--- config.mk ---
export PLATFORM = sky130hd
export DESIGN_NAME = instr_decode_queue_flat
export DESIGN_NICKNAME = d
export VERILOG_FILES = /design/src/rtl/instr_decode_pkg.sv /design/src/rtl/instr_decode_queue_if.sv /design/src/rtl/sync_fifo.sv /design/src/rtl/instr_decode_queue.sv /design/src/flat_wrapper.sv
export SDC_FILE = /design/constraint.sdc
export NUM_CORES = 1
export LEC_CHECK = 0
export CORE_MARGIN = 4
export CORE_UTILIZATION = 49
export DETAILED_ROUTE_END_ITERATION = 8
export GPL_TIMING_DRIVEN = 1
export PLACE_DENSITY = 0.79
export SETUP_SLACK_MARGIN = 0.15
export SYNTH_ARGS = -nofsm -noshare
export SYNTH_HDL_FRONTEND = slang
export SYNTH_SLANG_ARGS = --single-unit
--- constraint.sdc ---
create_clock -name clk -period 2.4 [get_ports clk]
set_input_delay 0.48 -clock clk [delete_from_list [all_inputs] [get_ports clk]]
set_output_delay 0.48 -clock clk [all_outputs]
set_load 0.05 [all_outputs]
--- src/rtl/instr_decode_pkg.sv ---
// Shared definitions for the instruction decode queue: default field geometry,
// instruction-width helper and a reference decoded-instruction layout.
package instr_decode_pkg;

  localparam int unsigned OPC_W_DEF       = 5;
  localparam int unsigned MODE_W_DEF      = 2;
  localparam int unsigned ADDR_W_DEF      = 4;
  localparam int unsigned OFS_W_DEF       = 4;
  localparam int unsigned BOFS_W_DEF      = 8;
  localparam int unsigned DEPTH_DEF       = 4;
  localparam int unsigned NUM_OPCODES_DEF = 24;

  // Raw word width is the concatenation of all four fields.
  function automatic int unsigned instr_width(input int unsigned opc_w, input int unsigned mode_w,
                                              input int unsigned addr_w, input int unsigned ofs_w);
    return opc_w + mode_w + addr_w + ofs_w;
  endfunction

  localparam int unsigned INSTR_W_DEF = instr_width(OPC_W_DEF, MODE_W_DEF, ADDR_W_DEF, OFS_W_DEF);

  // Decoded layout at the default geometry.
  typedef struct packed {
    logic [OPC_W_DEF-1:0]  opcode;
    logic [MODE_W_DEF-1:0] mode;
    logic [ADDR_W_DEF-1:0] addr;
    logic [BOFS_W_DEF-1:0] bofs;
  } dec_instr_t;

  function automatic logic [BOFS_W_DEF-1:0] sext_ofs(input logic [OFS_W_DEF-1:0] ofs);
    return BOFS_W_DEF'($signed(ofs));
  endfunction

  function automatic dec_instr_t decode_default(input logic [INSTR_W_DEF-1:0] instr);
    dec_instr_t d;
    d.opcode = instr[INSTR_W_DEF-1 -: OPC_W_DEF];
    d.mode   = instr[INSTR_W_DEF-OPC_W_DEF-1 -: MODE_W_DEF];
    d.addr   = instr[OFS_W_DEF+ADDR_W_DEF-1 -: ADDR_W_DEF];
    d.bofs   = sext_ofs(instr[OFS_W_DEF-1:0]);
    return d;
  endfunction

endpackage

--- src/rtl/instr_decode_queue_if.sv ---
// Handshake bundle between fetch, the decode queue and the execution controller.
interface instr_decode_queue_if
  import instr_decode_pkg::*;
#(
  parameter int unsigned OPC_W  = OPC_W_DEF,
  parameter int unsigned MODE_W = MODE_W_DEF,
  parameter int unsigned ADDR_W = ADDR_W_DEF,
  parameter int unsigned OFS_W  = OFS_W_DEF,
  parameter int unsigned BOFS_W = BOFS_W_DEF,
  parameter int unsigned DEPTH  = DEPTH_DEF
);

  localparam int unsigned INSTR_W = instr_width(OPC_W, MODE_W, ADDR_W, OFS_W);
  localparam int unsigned OCC_W   = $clog2(DEPTH + 1);

  logic               instr_valid;
  logic               instr_ready;
  logic [INSTR_W-1:0] instruction;
  logic               flush;
  logic               dec_valid;
  logic               dec_ready;
  logic [OPC_W-1:0]   opcode;
  logic [MODE_W-1:0]  operand_addr_mode;
  logic [ADDR_W-1:0]  operand_addr;
  logic [BOFS_W-1:0]  branch_offset_value;
  logic               illegal;
  logic               start;
  logic [OCC_W-1:0]   occupancy;

  // Decoder side.
  modport slave (
    input  instr_valid, instruction, flush, dec_ready,
    output instr_ready, dec_valid, opcode, operand_addr_mode, operand_addr,
           branch_offset_value, illegal, start, occupancy
  );

  // Fetch / execution-controller side.
  modport master (
    output instr_valid, instruction, flush, dec_ready,
    input  instr_ready, dec_valid, opcode, operand_addr_mode, operand_addr,
           branch_offset_value, illegal, start, occupancy
  );

endinterface

--- src/rtl/sync_fifo.sv ---
// Single-clock FIFO for raw instruction words; pointers wrap naturally (DEPTH power of two).
module sync_fifo #(
  parameter int unsigned DEPTH = 4,
  parameter int unsigned WIDTH = 15
) (
  input  logic                         clk,
  input  logic                         rst_n,
  input  logic                         flush,
  input  logic                         push,
  input  logic [WIDTH-1:0]             wdata,
  input  logic                         pop,
  output logic [WIDTH-1:0]             rdata,
  output logic                         full,
  output logic                         empty,
  output logic [$clog2(DEPTH+1)-1:0]   count
);

  localparam int unsigned PTR_W = $clog2(DEPTH);
  localparam int unsigned CNT_W = $clog2(DEPTH + 1);

  logic [WIDTH-1:0] mem_q [DEPTH];
  logic [PTR_W-1:0] wr_ptr_q, wr_ptr_d, rd_ptr_q, rd_ptr_d;
  logic [CNT_W-1:0] count_q, count_d;

  // Next-state pointers and fill count; flush returns everything to the empty state.
  always_comb begin
    wr_ptr_d = wr_ptr_q;
    rd_ptr_d = rd_ptr_q;
    count_d  = count_q;
    if (flush) begin
      wr_ptr_d = '0;
      rd_ptr_d = '0;
      count_d  = '0;
    end else begin
      if (push) wr_ptr_d = wr_ptr_q + PTR_W'(1);
      if (pop)  rd_ptr_d = rd_ptr_q + PTR_W'(1);
      unique case ({push, pop})
        2'b10:   count_d = count_q + CNT_W'(1);
        2'b01:   count_d = count_q - CNT_W'(1);
        default: count_d = count_q;
      endcase
    end
  end

  // Pointer and count state.
  always_ff @(posedge clk or negedge rst_n) begin
    if (!rst_n) begin
      wr_ptr_q <= '0;
      rd_ptr_q <= '0;
      count_q  <= '0;
    end else begin
      wr_ptr_q <= wr_ptr_d;
      rd_ptr_q <= rd_ptr_d;
      count_q  <= count_d;
    end
  end

  // Storage array; contents are meaningless outside the count window so no reset.
  always_ff @(posedge clk) begin
    if (push && !flush) mem_q[wr_ptr_q] <= wdata;
  end

  assign rdata = mem_q[rd_ptr_q];
  assign full  = (count_q == CNT_W'(DEPTH));
  assign empty = (count_q == '0);
  assign count = count_q;

endmodule

--- src/rtl/instr_decode_queue.sv ---
// Buffered instruction decoder: FIFO of raw words feeding a registered decode stage.
// Optional build macro ILLEGAL_OPCODE_CHECK_EN flags opcodes >= NUM_OPCODES.
module instr_decode_queue
  import instr_decode_pkg::*;
#(
  parameter int unsigned OPC_W       = OPC_W_DEF,
  parameter int unsigned MODE_W      = MODE_W_DEF,
  parameter int unsigned ADDR_W      = ADDR_W_DEF,
  parameter int unsigned OFS_W       = OFS_W_DEF,
  parameter int unsigned BOFS_W      = BOFS_W_DEF,
  parameter int unsigned DEPTH       = DEPTH_DEF,
  parameter int unsigned NUM_OPCODES = NUM_OPCODES_DEF
) (
  input logic                  clk,
  input logic                  rst_n,
  instr_decode_queue_if.slave  bus
);

  localparam int unsigned INSTR_W = instr_width(OPC_W, MODE_W, ADDR_W, OFS_W);
  localparam int unsigned OCC_W   = $clog2(DEPTH + 1);

  typedef struct packed {
    logic [OPC_W-1:0]  opcode;
    logic [MODE_W-1:0] mode;
    logic [ADDR_W-1:0] addr;
    logic [BOFS_W-1:0] bofs;
    logic              illegal;
  } dec_t;

  logic               fifo_full, fifo_empty, fifo_push, fifo_pop;
  logic [OCC_W-1:0]   fifo_count;
  logic [INSTR_W-1:0] fifo_rdata, src;
  logic               push_ok, out_pop, load;
  logic               dec_valid_q, dec_valid_d, start_q;
  dec_t               dec_q, dec_d;

  // Ready comes from registered FIFO state only, never from dec_ready.
  assign bus.instr_ready = rst_n & ~fifo_full;
  assign push_ok = bus.instr_valid & bus.instr_ready & ~bus.flush;
  assign out_pop = dec_valid_q & bus.dec_ready;
  assign load    = ~bus.flush & (~dec_valid_q | out_pop) & (~fifo_empty | push_ok);
  // FIFO head has priority; an empty FIFO lets the incoming word bypass straight to the stage.
  assign src       = fifo_empty ? bus.instruction : fifo_rdata;
  assign fifo_pop  = load & ~fifo_empty;
  assign fifo_push = push_ok & ~(load & fifo_empty);

  sync_fifo #(
    .DEPTH (DEPTH),
    .WIDTH (INSTR_W)
  ) u_fifo (
    .clk   (clk),
    .rst_n (rst_n),
    .flush (bus.flush),
    .push  (fifo_push),
    .wdata (bus.instruction),
    .pop   (fifo_pop),
    .rdata (fifo_rdata),
    .full  (fifo_full),
    .empty (fifo_empty),
    .count (fifo_count)
  );

  // Field split and sign extension of the word about to enter the output stage.
  always_comb begin
    dec_d.opcode = src[INSTR_W-1 -: OPC_W];
    dec_d.mode   = src[INSTR_W-OPC_W-1 -: MODE_W];
    dec_d.addr   = src[OFS_W+ADDR_W-1 -: ADDR_W];
    dec_d.bofs   = BOFS_W'($signed(src[OFS_W-1:0]));
`ifdef ILLEGAL_OPCODE_CHECK_EN
    dec_d.illegal = (32'(dec_d.opcode) >= NUM_OPCODES);
`else
    dec_d.illegal = 1'b0;
`endif
  end

`ifndef ILLEGAL_OPCODE_CHECK_EN
  logic unused_num_opcodes;
  assign unused_num_opcodes = ^NUM_OPCODES;
`endif

  // Output-stage occupancy: flush empties it, a load fills it, a bare pop empties it.
  always_comb begin
    dec_valid_d = dec_valid_q;
    if (bus.flush)    dec_valid_d = 1'b0;
    else if (load)    dec_valid_d = 1'b1;
    else if (out_pop) dec_valid_d = 1'b0;
  end

  // Output stage registers; fields change only on a load so they hold through stalls.
  always_ff @(posedge clk or negedge rst_n) begin
    if (!rst_n) begin
      dec_valid_q <= 1'b0;
      dec_q       <= '0;
      start_q     <= 1'b0;
    end else begin
      dec_valid_q <= dec_valid_d;
      if (load) dec_q <= dec_d;
      start_q <= start_q | push_ok;
    end
  end

  assign bus.dec_valid           = dec_valid_q;
  assign bus.opcode              = dec_q.opcode;
  assign bus.operand_addr_mode   = dec_q.mode;
  assign bus.operand_addr        = dec_q.addr;
  assign bus.branch_offset_value = dec_q.bofs;
  assign bus.illegal             = dec_q.illegal;
  assign bus.start               = start_q;
  assign bus.occupancy           = fifo_count;

endmodule

--- src/flat_wrapper.sv ---
// flat-port wrapper written by rule: the top's interface ports become plain ports
module instr_decode_queue_flat import instr_decode_pkg::*;
#(
  parameter int unsigned OPC_W       = OPC_W_DEF,
  parameter int unsigned MODE_W      = MODE_W_DEF,
  parameter int unsigned ADDR_W      = ADDR_W_DEF,
  parameter int unsigned OFS_W       = OFS_W_DEF,
  parameter int unsigned BOFS_W      = BOFS_W_DEF,
  parameter int unsigned DEPTH       = DEPTH_DEF,
  parameter int unsigned NUM_OPCODES = NUM_OPCODES_DEF
)
  (clk, rst_n, bus_instr_valid, bus_instruction, bus_flush, bus_dec_ready, bus_instr_ready, bus_dec_valid, bus_opcode, bus_operand_addr_mode, bus_operand_addr, bus_branch_offset_value, bus_illegal, bus_start, bus_occupancy);
  instr_decode_queue_if #(.OPC_W(OPC_W), .MODE_W(MODE_W), .ADDR_W(ADDR_W), .OFS_W(OFS_W), .BOFS_W(BOFS_W), .DEPTH(DEPTH)) bus_i ();
  input logic clk;
  input logic rst_n;
  input wire logic [$bits(bus_i.instr_valid)-1:0] bus_instr_valid;
  input wire logic [$bits(bus_i.instruction)-1:0] bus_instruction;
  input wire logic [$bits(bus_i.flush)-1:0] bus_flush;
  input wire logic [$bits(bus_i.dec_ready)-1:0] bus_dec_ready;
  output wire logic [$bits(bus_i.instr_ready)-1:0] bus_instr_ready;
  output wire logic [$bits(bus_i.dec_valid)-1:0] bus_dec_valid;
  output wire logic [$bits(bus_i.opcode)-1:0] bus_opcode;
  output wire logic [$bits(bus_i.operand_addr_mode)-1:0] bus_operand_addr_mode;
  output wire logic [$bits(bus_i.operand_addr)-1:0] bus_operand_addr;
  output wire logic [$bits(bus_i.branch_offset_value)-1:0] bus_branch_offset_value;
  output wire logic [$bits(bus_i.illegal)-1:0] bus_illegal;
  output wire logic [$bits(bus_i.start)-1:0] bus_start;
  output wire logic [$bits(bus_i.occupancy)-1:0] bus_occupancy;
  assign bus_i.instr_valid = bus_instr_valid;
  assign bus_i.instruction = bus_instruction;
  assign bus_i.flush = bus_flush;
  assign bus_i.dec_ready = bus_dec_ready;
  assign bus_instr_ready = bus_i.instr_ready;
  assign bus_dec_valid = bus_i.dec_valid;
  assign bus_opcode = bus_i.opcode;
  assign bus_operand_addr_mode = bus_i.operand_addr_mode;
  assign bus_operand_addr = bus_i.operand_addr;
  assign bus_branch_offset_value = bus_i.branch_offset_value;
  assign bus_illegal = bus_i.illegal;
  assign bus_start = bus_i.start;
  assign bus_occupancy = bus_i.occupancy;
  instr_decode_queue #(.OPC_W(OPC_W), .MODE_W(MODE_W), .ADDR_W(ADDR_W), .OFS_W(OFS_W), .BOFS_W(BOFS_W), .DEPTH(DEPTH), .NUM_OPCODES(NUM_OPCODES)) u_core (.clk(clk), .rst_n(rst_n), .bus(bus_i));
endmodule
# Yosys cells after proc, flatten, opt, wreduce, memory -nomap -nowiden
# Memories as Yosys holds them, arrays and structs flattened.
# Cells that the tools add are included.
# W data, S select, Z words.
[op_classes] add_sub_neg=4 n_mul=0 div=0 order_cmp=0 n_eq_ne=3 shift=0 n_mux=12 n_bitwise=17 n_reduce_logical=7
[ops] cell="$mux W15" n=1
[ops] cell="$and A1 B1 Y1" n=9
[ops] cell="$mux W2" n=4
[ops] cell="$pmux W3 S2" n=1
[ops] cell="$reduce_bool A3 Y1" n=2
[ops] cell="$mux W1" n=5
[ops] cell="$not A1 Y1" n=5
[ops] cell="$add A2 B1 Y2 const B" n=2
[ops] cell="$reduce_bool A2 Y1" n=2
[ops] cell="$add A3 B1 Y3 const B" n=1
[ops] cell="$eq A3 B3 Y1 const B" n=1
[ops] cell="$logic_not A3 Y1" n=1
[ops] cell="$mux W3" n=1
[ops] cell="$or A1 B1 Y1" n=3
[ops] cell="$sub A3 B1 Y3 const B" n=1
[ops] cell="$eq A2 B1 Y1 const B" n=1
[ops] cell="$eq A2 B2 Y1 const B" n=1
[ops] cell="$logic_and A1 B1 Y1" n=1
[ops] cell="$logic_not A1 Y1" n=1
[word_totals] reg_bits=24 latch_bits=0 ramBits=60 romBits=0 in_bits=20 output_inout_bits=26 wordCells=53 memories=1
[mem_list] memory="u_core.u_fifo.mem_q" depth=4 word_bits=15 read_ports=1 rd_ports_with_merged_regs=0 wr=1 line_no="sync_fifo.sv:21" rtl="logic [WIDTH-1:0] mem_q [DEPTH];"

# Longest topological paths before layout
[logic_depth] ltp_word=13 depth_mapped=7 ltp_nobuf=7

# Cells and area by module
# A second synthesis with hierarchy kept.
[hier_totals] cells_unflattened=210 hier_area_um2=3642.2
[modules_own_cells] module="sync_fifo" n_inst=1 cells_per_inst=122 area_per_inst_um2=2642.5 seq_area_each_um2=1976.9
[modules_own_cells] module="instr_decode_queue" n_inst=1 cells_per_inst=88 area_per_inst_um2=999.7 seq_area_each_um2=425.4

# Worst setup path before layout
# Ideal clock, no wire load.
[synth_path] path_kind="reg2reg" start="register u_core.u_fifo.count_q[0], in the netlist u_core.u_fifo.count[0]" end="register u_core.u_fifo.count_q[1], in the netlist u_core.u_fifo.count[1]" setup_time_ns=0.087 arrival_ns=2.494 required_ns=2.313 slack_ns=-0.181 path_stages_with_launch=7 n_path_buf=1 period_less_slack_ns=2.581 cell_sequence="dfrtp_1 nor3_4 clkbuf_1 nor4_1 fa_1 or4b_1 o211ai_1"
[synth_via] elab_chain_len=13 elab_cells_between_ends=20
[synth_rtl] item="from (decl)" line_no="sync_fifo.sv:23" rtl="logic [CNT_W-1:0] count_q, count_d;"
[synth_rtl] item="from (signal assigned)" line_no="sync_fifo.sv:54" rtl="count_q <= count_d;"
[synth_rtl] item="$eq A3 B3 Y1" line_no="sync_fifo.sv:64" rtl="assign full = (count_q == CNT_W'(DEPTH));"
[synth_rtl] item="$not A1 Y1" line_no="instr_decode_queue.sv:38" rtl="assign bus.instr_ready = rst_n & ~fifo_full;"
[synth_rtl] item="$and A1 B1 Y1" line_no="instr_decode_queue.sv:38"
[synth_rtl] item="$and A1 B1 Y1 (2 in series)" line_no="instr_decode_queue.sv:39" rtl="assign push_ok = bus.instr_valid & bus.instr_ready & ~bus.flush;"
[synth_rtl] item="$or A1 B1 Y1" line_no="instr_decode_queue.sv:41" rtl="assign load = ~bus.flush & (~dec_valid_q | out_pop) & (~fifo_empty | push_ok);"
[synth_rtl] item="$and A1 B1 Y1" line_no="instr_decode_queue.sv:41"
[synth_rtl] item="$and A1 B1 Y1" line_no="instr_decode_queue.sv:45" rtl="assign fifo_push = push_ok & ~(load & fifo_empty);"
[synth_rtl] item="$not A1 Y1" line_no="instr_decode_queue.sv:45"
[synth_rtl] item="$and A1 B1 Y1" line_no="instr_decode_queue.sv:45"
[synth_rtl] item="$eq A2 B1 Y1 or $eq A2 B2 Y1 (tied branches)" line_no="sync_fifo.sv:37" rtl="unique case ({push, pop})"
[synth_rtl] item="$pmux W3 S2" line_no="sync_fifo.sv:37"
[synth_rtl] item="$mux W3" line_no="sync_fifo.sv:30" rtl="if (flush) begin"
# Several ways; a longest one is shown, not always the timed one.
# A chain may end at the register's enable or synchronous reset.

# Worst setup path in the final report
[layout_path] start="input rst_n" end="output bus_instr_ready"
[layout_via] elab_chain_len=1
[layout_rtl] item="from (decl)" line_no="flat_wrapper.sv:15" rtl="input logic rst_n;"
[layout_rtl] item="$and A1 B1 Y1" line_no="instr_decode_queue.sv:38"
[layout_rtl] item="to (decl)" line_no="flat_wrapper.sv:20" rtl="output wire logic [$bits(bus_i.instr_ready)-1:0] bus_instr_ready;"
# No other way between the ends.

==> results.py <==
metrics = {
    "sta": {
        "fin_crit_ns": 2.19,
        "setup_viol": 0,
        "slew_headroom_pct": 66.3,
        "slew_violations": 0,
        "fmaxAchievable_ghz": 0.456,
        "clock_skew_ns": 0.00641,
        "hold_violations": 0,
        "worst_pin_slew_ns": 0.503,
        "rsz0062_at_grt": "no",
        "min_period_over_period_pct": 91.3,
        "holdWs_ns": 0.471,
    },
    "clock_network": {
        "cts_tree": "yes",
        "ctsHoldBuffers": 0,
        "post_cts_buffers": 0,
        "clk_path_buf_depth": 2,
        "numCtsBuffers": 9,
        "clkLatencyLatePin_ns": 0.36,
        "cts-htree-levels": 3,
        "cts_root_buffer": "clkbuf_8",
        "clock_sinks": 84,
        "clkTransAtPathRegs_ns": 0.08,
    },
    "place": {
        "place.gp.congestion": 0.805,
        "dp_hpwl_um": 4620,
        "dp.cells": 368,
        "dpl-instance-area_um2": 4220,
        "portBuffers": 44,
    },
    "synthesis": {
        "synth_area_um2": 3480,
        "synth_edf_count": 60,
        "syn_area_per_cell_um2": 16.1,
        "synth_cell_type_count": 41,
        "synth.yosys.seq_area_share_pct": 69.0,
        "syn-instance-count": 216,
        "synth-async-reset-ratio_pct": 28.6,
        "synth_seq_cells": 84,
        "ys_warn_count": 0,
        "synth_ff_type": "edfxtp_1",
        "syn_nets": 241,
    },
    "cells_and_area": {
        "fillers": 504,
        "fin_util_pct": 65.2,
        "antenna_cells": 0,
        "stdcell_area_um2": 4450,
        "drive_gt1_share_pct": 24.7,
        "syn_to_final_growth_pct": 27.9,
        "finalNonFillerCells": 384,
        "finalNetCount": 308,
    },
    "critical_path": {
        "crit_path_start_kind": "primary input",
        "cp_data_required_time_ns": 1.92,
        "cp-end-kind": "output port",
        "rrSetupSlack_ns": 0.27,
        "crit_chain": "clkdlybuf4s50_1 -> buf_6 -> nor2b_1 -> buf_12",
        "critPathArrivalTime_ns": 1.71,
        "r2r_start": "u_core.u_fifo.count[2]",
        "crit_type": "in -> out",
        "cp_slowest_stage_delay_ns": 0.50,
        "cp_max_fo": 26,
        "worstReg2RegEnd": "u_core.u_fifo.count[1]",
        "slowest_stage": "clkdlybuf4s50_1",
        "r2r_cells": 6,
    },
    "grt": {
        "grt_pass1_wl_um": 11200,
        "grt_pass1_vias": 2191,
        "overflow": 0,
        "grt_max_degree": 27,
        "grt.total_usage_pct": 17.7,
        "antenna_found_initial": 0,
    },
    "floorplan": {
        "die_w_um": 92.3,
        "die_h_um": 92.3,
        "die_area_um2": 8510,
        "rows": 30,
        "pin_count": 46,
        "initial_utilization_pct": 50.9,
        "coreArea_um2": 6830,
    },
    "min_path": {
        "holdCritStartpoint": "u_core.bus.start",
        "worstHoldEndpoint": "u_core.bus.start",
        "hold_depth": 1,
        "hold_path.class": "reg -> reg",
    },
    "routing": {
        "num_vias": 2134,
        "viasPerCell": 5.56,
        "ant_nets": 0,
        "initialDrtViolationCount": 120,
        "wl_per_cell_um": 18.4,
        "dr.pass1.iters": 4,
        "route.final.wire_length_um": 7060,
        "drc": 0,
    },
    "run": {
        "cap_viol_max_count": 0,
    },
    "pwr": {
        "powerDensity_nw_per_um2": 1050,
        "ir_drop_mv": 0.677,
        "total_leakage_power_nw": 1.55,
        "total_power_mw": 4.68,
    },
    "status": {
        "status": "finished clean",
    },
}
[synth_stat cells (2+ instances only)]
library cell,count,area share [%]
edfxtp_1,60,52
dfrtp_1,24,17
nor2_1,19,2.0
a21oi_1,16,2.3
mux4_2,15,9.7
o22ai_1,15,2.7
clkbuf_1,7,0.76
buf_4,6,1.3
nand2_1,5,0.54
and2_1,4,0.72
ha_1,4,1.4
a31oi_1,3,0.54
buf_2,3,0.43
nor4b_1,3,0.76
inv_1,2,0.22
nor2b_1,2,0.36
nor3_1,2,0.29
nor4_1,2,0.36
xnor2_1,2,0.50
[cells in the final DEF (no fill, tap or decap), types with 2 or more instances in the layout]
cell type,n
a21oi_1,16
a31oi_1,3
and2_1,4
buf_12,4
buf_4,24
bufinv_16,2
clkbuf_8,9
clkdlybuf4s50_1,43
dfrtp_1,20
dfrtp_2,3
edfxtp_1,60
ha_1,4
inv_1,2
inv_6,2
mux4_2,15
nand2_1,5
nor2_1,19
nor2b_1,2
nor3_1,2
nor4b_1,3
o22ai_1,15
xnor2_1,2
[what timing repair did]
action | 4_1_cts | 5_1_grt
endpoints found under the setup margin | 1 | 1
pin swaps | 0 | 0
gates resized for setup | 1 | 1
[per-layer routing]
metal	share of wire [%]	global-route usage [%]	vias to the layer above
li1	-	-	975
met1	43	23.5	1074
met2	50	28.4	75
met3	5.4	4.76	10
met4	1.3	6.19	0
met5	0	0	-
[through the flow]
| stage | TNS [ns] | setup slack (ns) |
|---|---|---|
| 2_1_floorplan | 0 | 0.0418 |
| 5_1_grt | 0 | 0.126 |
| 3_5_place_dp | -0.132 | -0.117 |
| 4_1_cts | 0 | 0.190 |
| 6_report | 0 | 0.209 |
| 3_3_place_gp | -0.0449 | -0.0449 |
[cells by family after synthesis]
kind of cell	Yosys count	synth area share, %
AOI/OAI and AO/OA	42	7.95
DFF	84	69.0
other	1	0.108
muxes	15	9.71
adders and majority gates	5	2.01
buffers and inverters	18	2.70
and+or+nand+nor	49	7.98
xor gates and xnor gates	2	0.504
[where the power goes]
group | switching [mW] | leakage [nW] | total (mW) | internal (mW)
Clock | 0.524 | 0.110 | 1.12 | 0.593
Combinational | 1.06 | 0.620 | 1.73 | 0.663
Sequential | 0.118 | 0.816 | 1.84 | 1.72
Total | 1.71 | 1.55 | 4.68 | 2.97
[final cells by class]
type	count	area (um2)	area share [%]
multi-input cells	114	990	22.2
flip-flops and latches	84	2410	54.1
inverters	2	7.51	0.169
well taps	96	120	2.70
clock buffers	9	124	2.78
clock inverters	7	98.8	2.22
repair buffers	72	702	15.8
[critical path: cells and delay by family]
kind,cells,cell delay [ns]
buffers and inverters,3,0.94
and+or+nand+nor,1,0.28
[registers in the layout, summed over array words and instances (netlist names), 2 cells and up]
signal	cells
u_core.u_fifo.rd_ptr_q	2
u_core.bus.operand_addr	4
u_core.u_fifo.mem_q	60
u_core.bus.operand_addr_mode	2
u_core.u_fifo.wr_ptr_q	2
u_core.bus.branch_offset_value	4
u_core.bus.opcode	5
u_core.u_fifo.count	3
[worst max-delay path by stage]
| stage | startpoint | end | slack [ns] |
|---|---|---|---|
| after CTS | rst_n | bus_instr_ready | 0.19 |
| final | rst_n | bus_instr_ready | 0.21 |
| after detailed placement | rst_n | u_core.u_fifo.count[1] | -0.12 |
| after floorplan | u_core.u_fifo.count[0] | u_core.u_fifo.count[1] | 0.04 |
| after global placement | rst_n | u_core.u_fifo.count[1] | -0.04 |
| after global routing | rst_n | u_core.u_fifo.count[1] | 0.13 |
(Power assumes the default switching activity.)
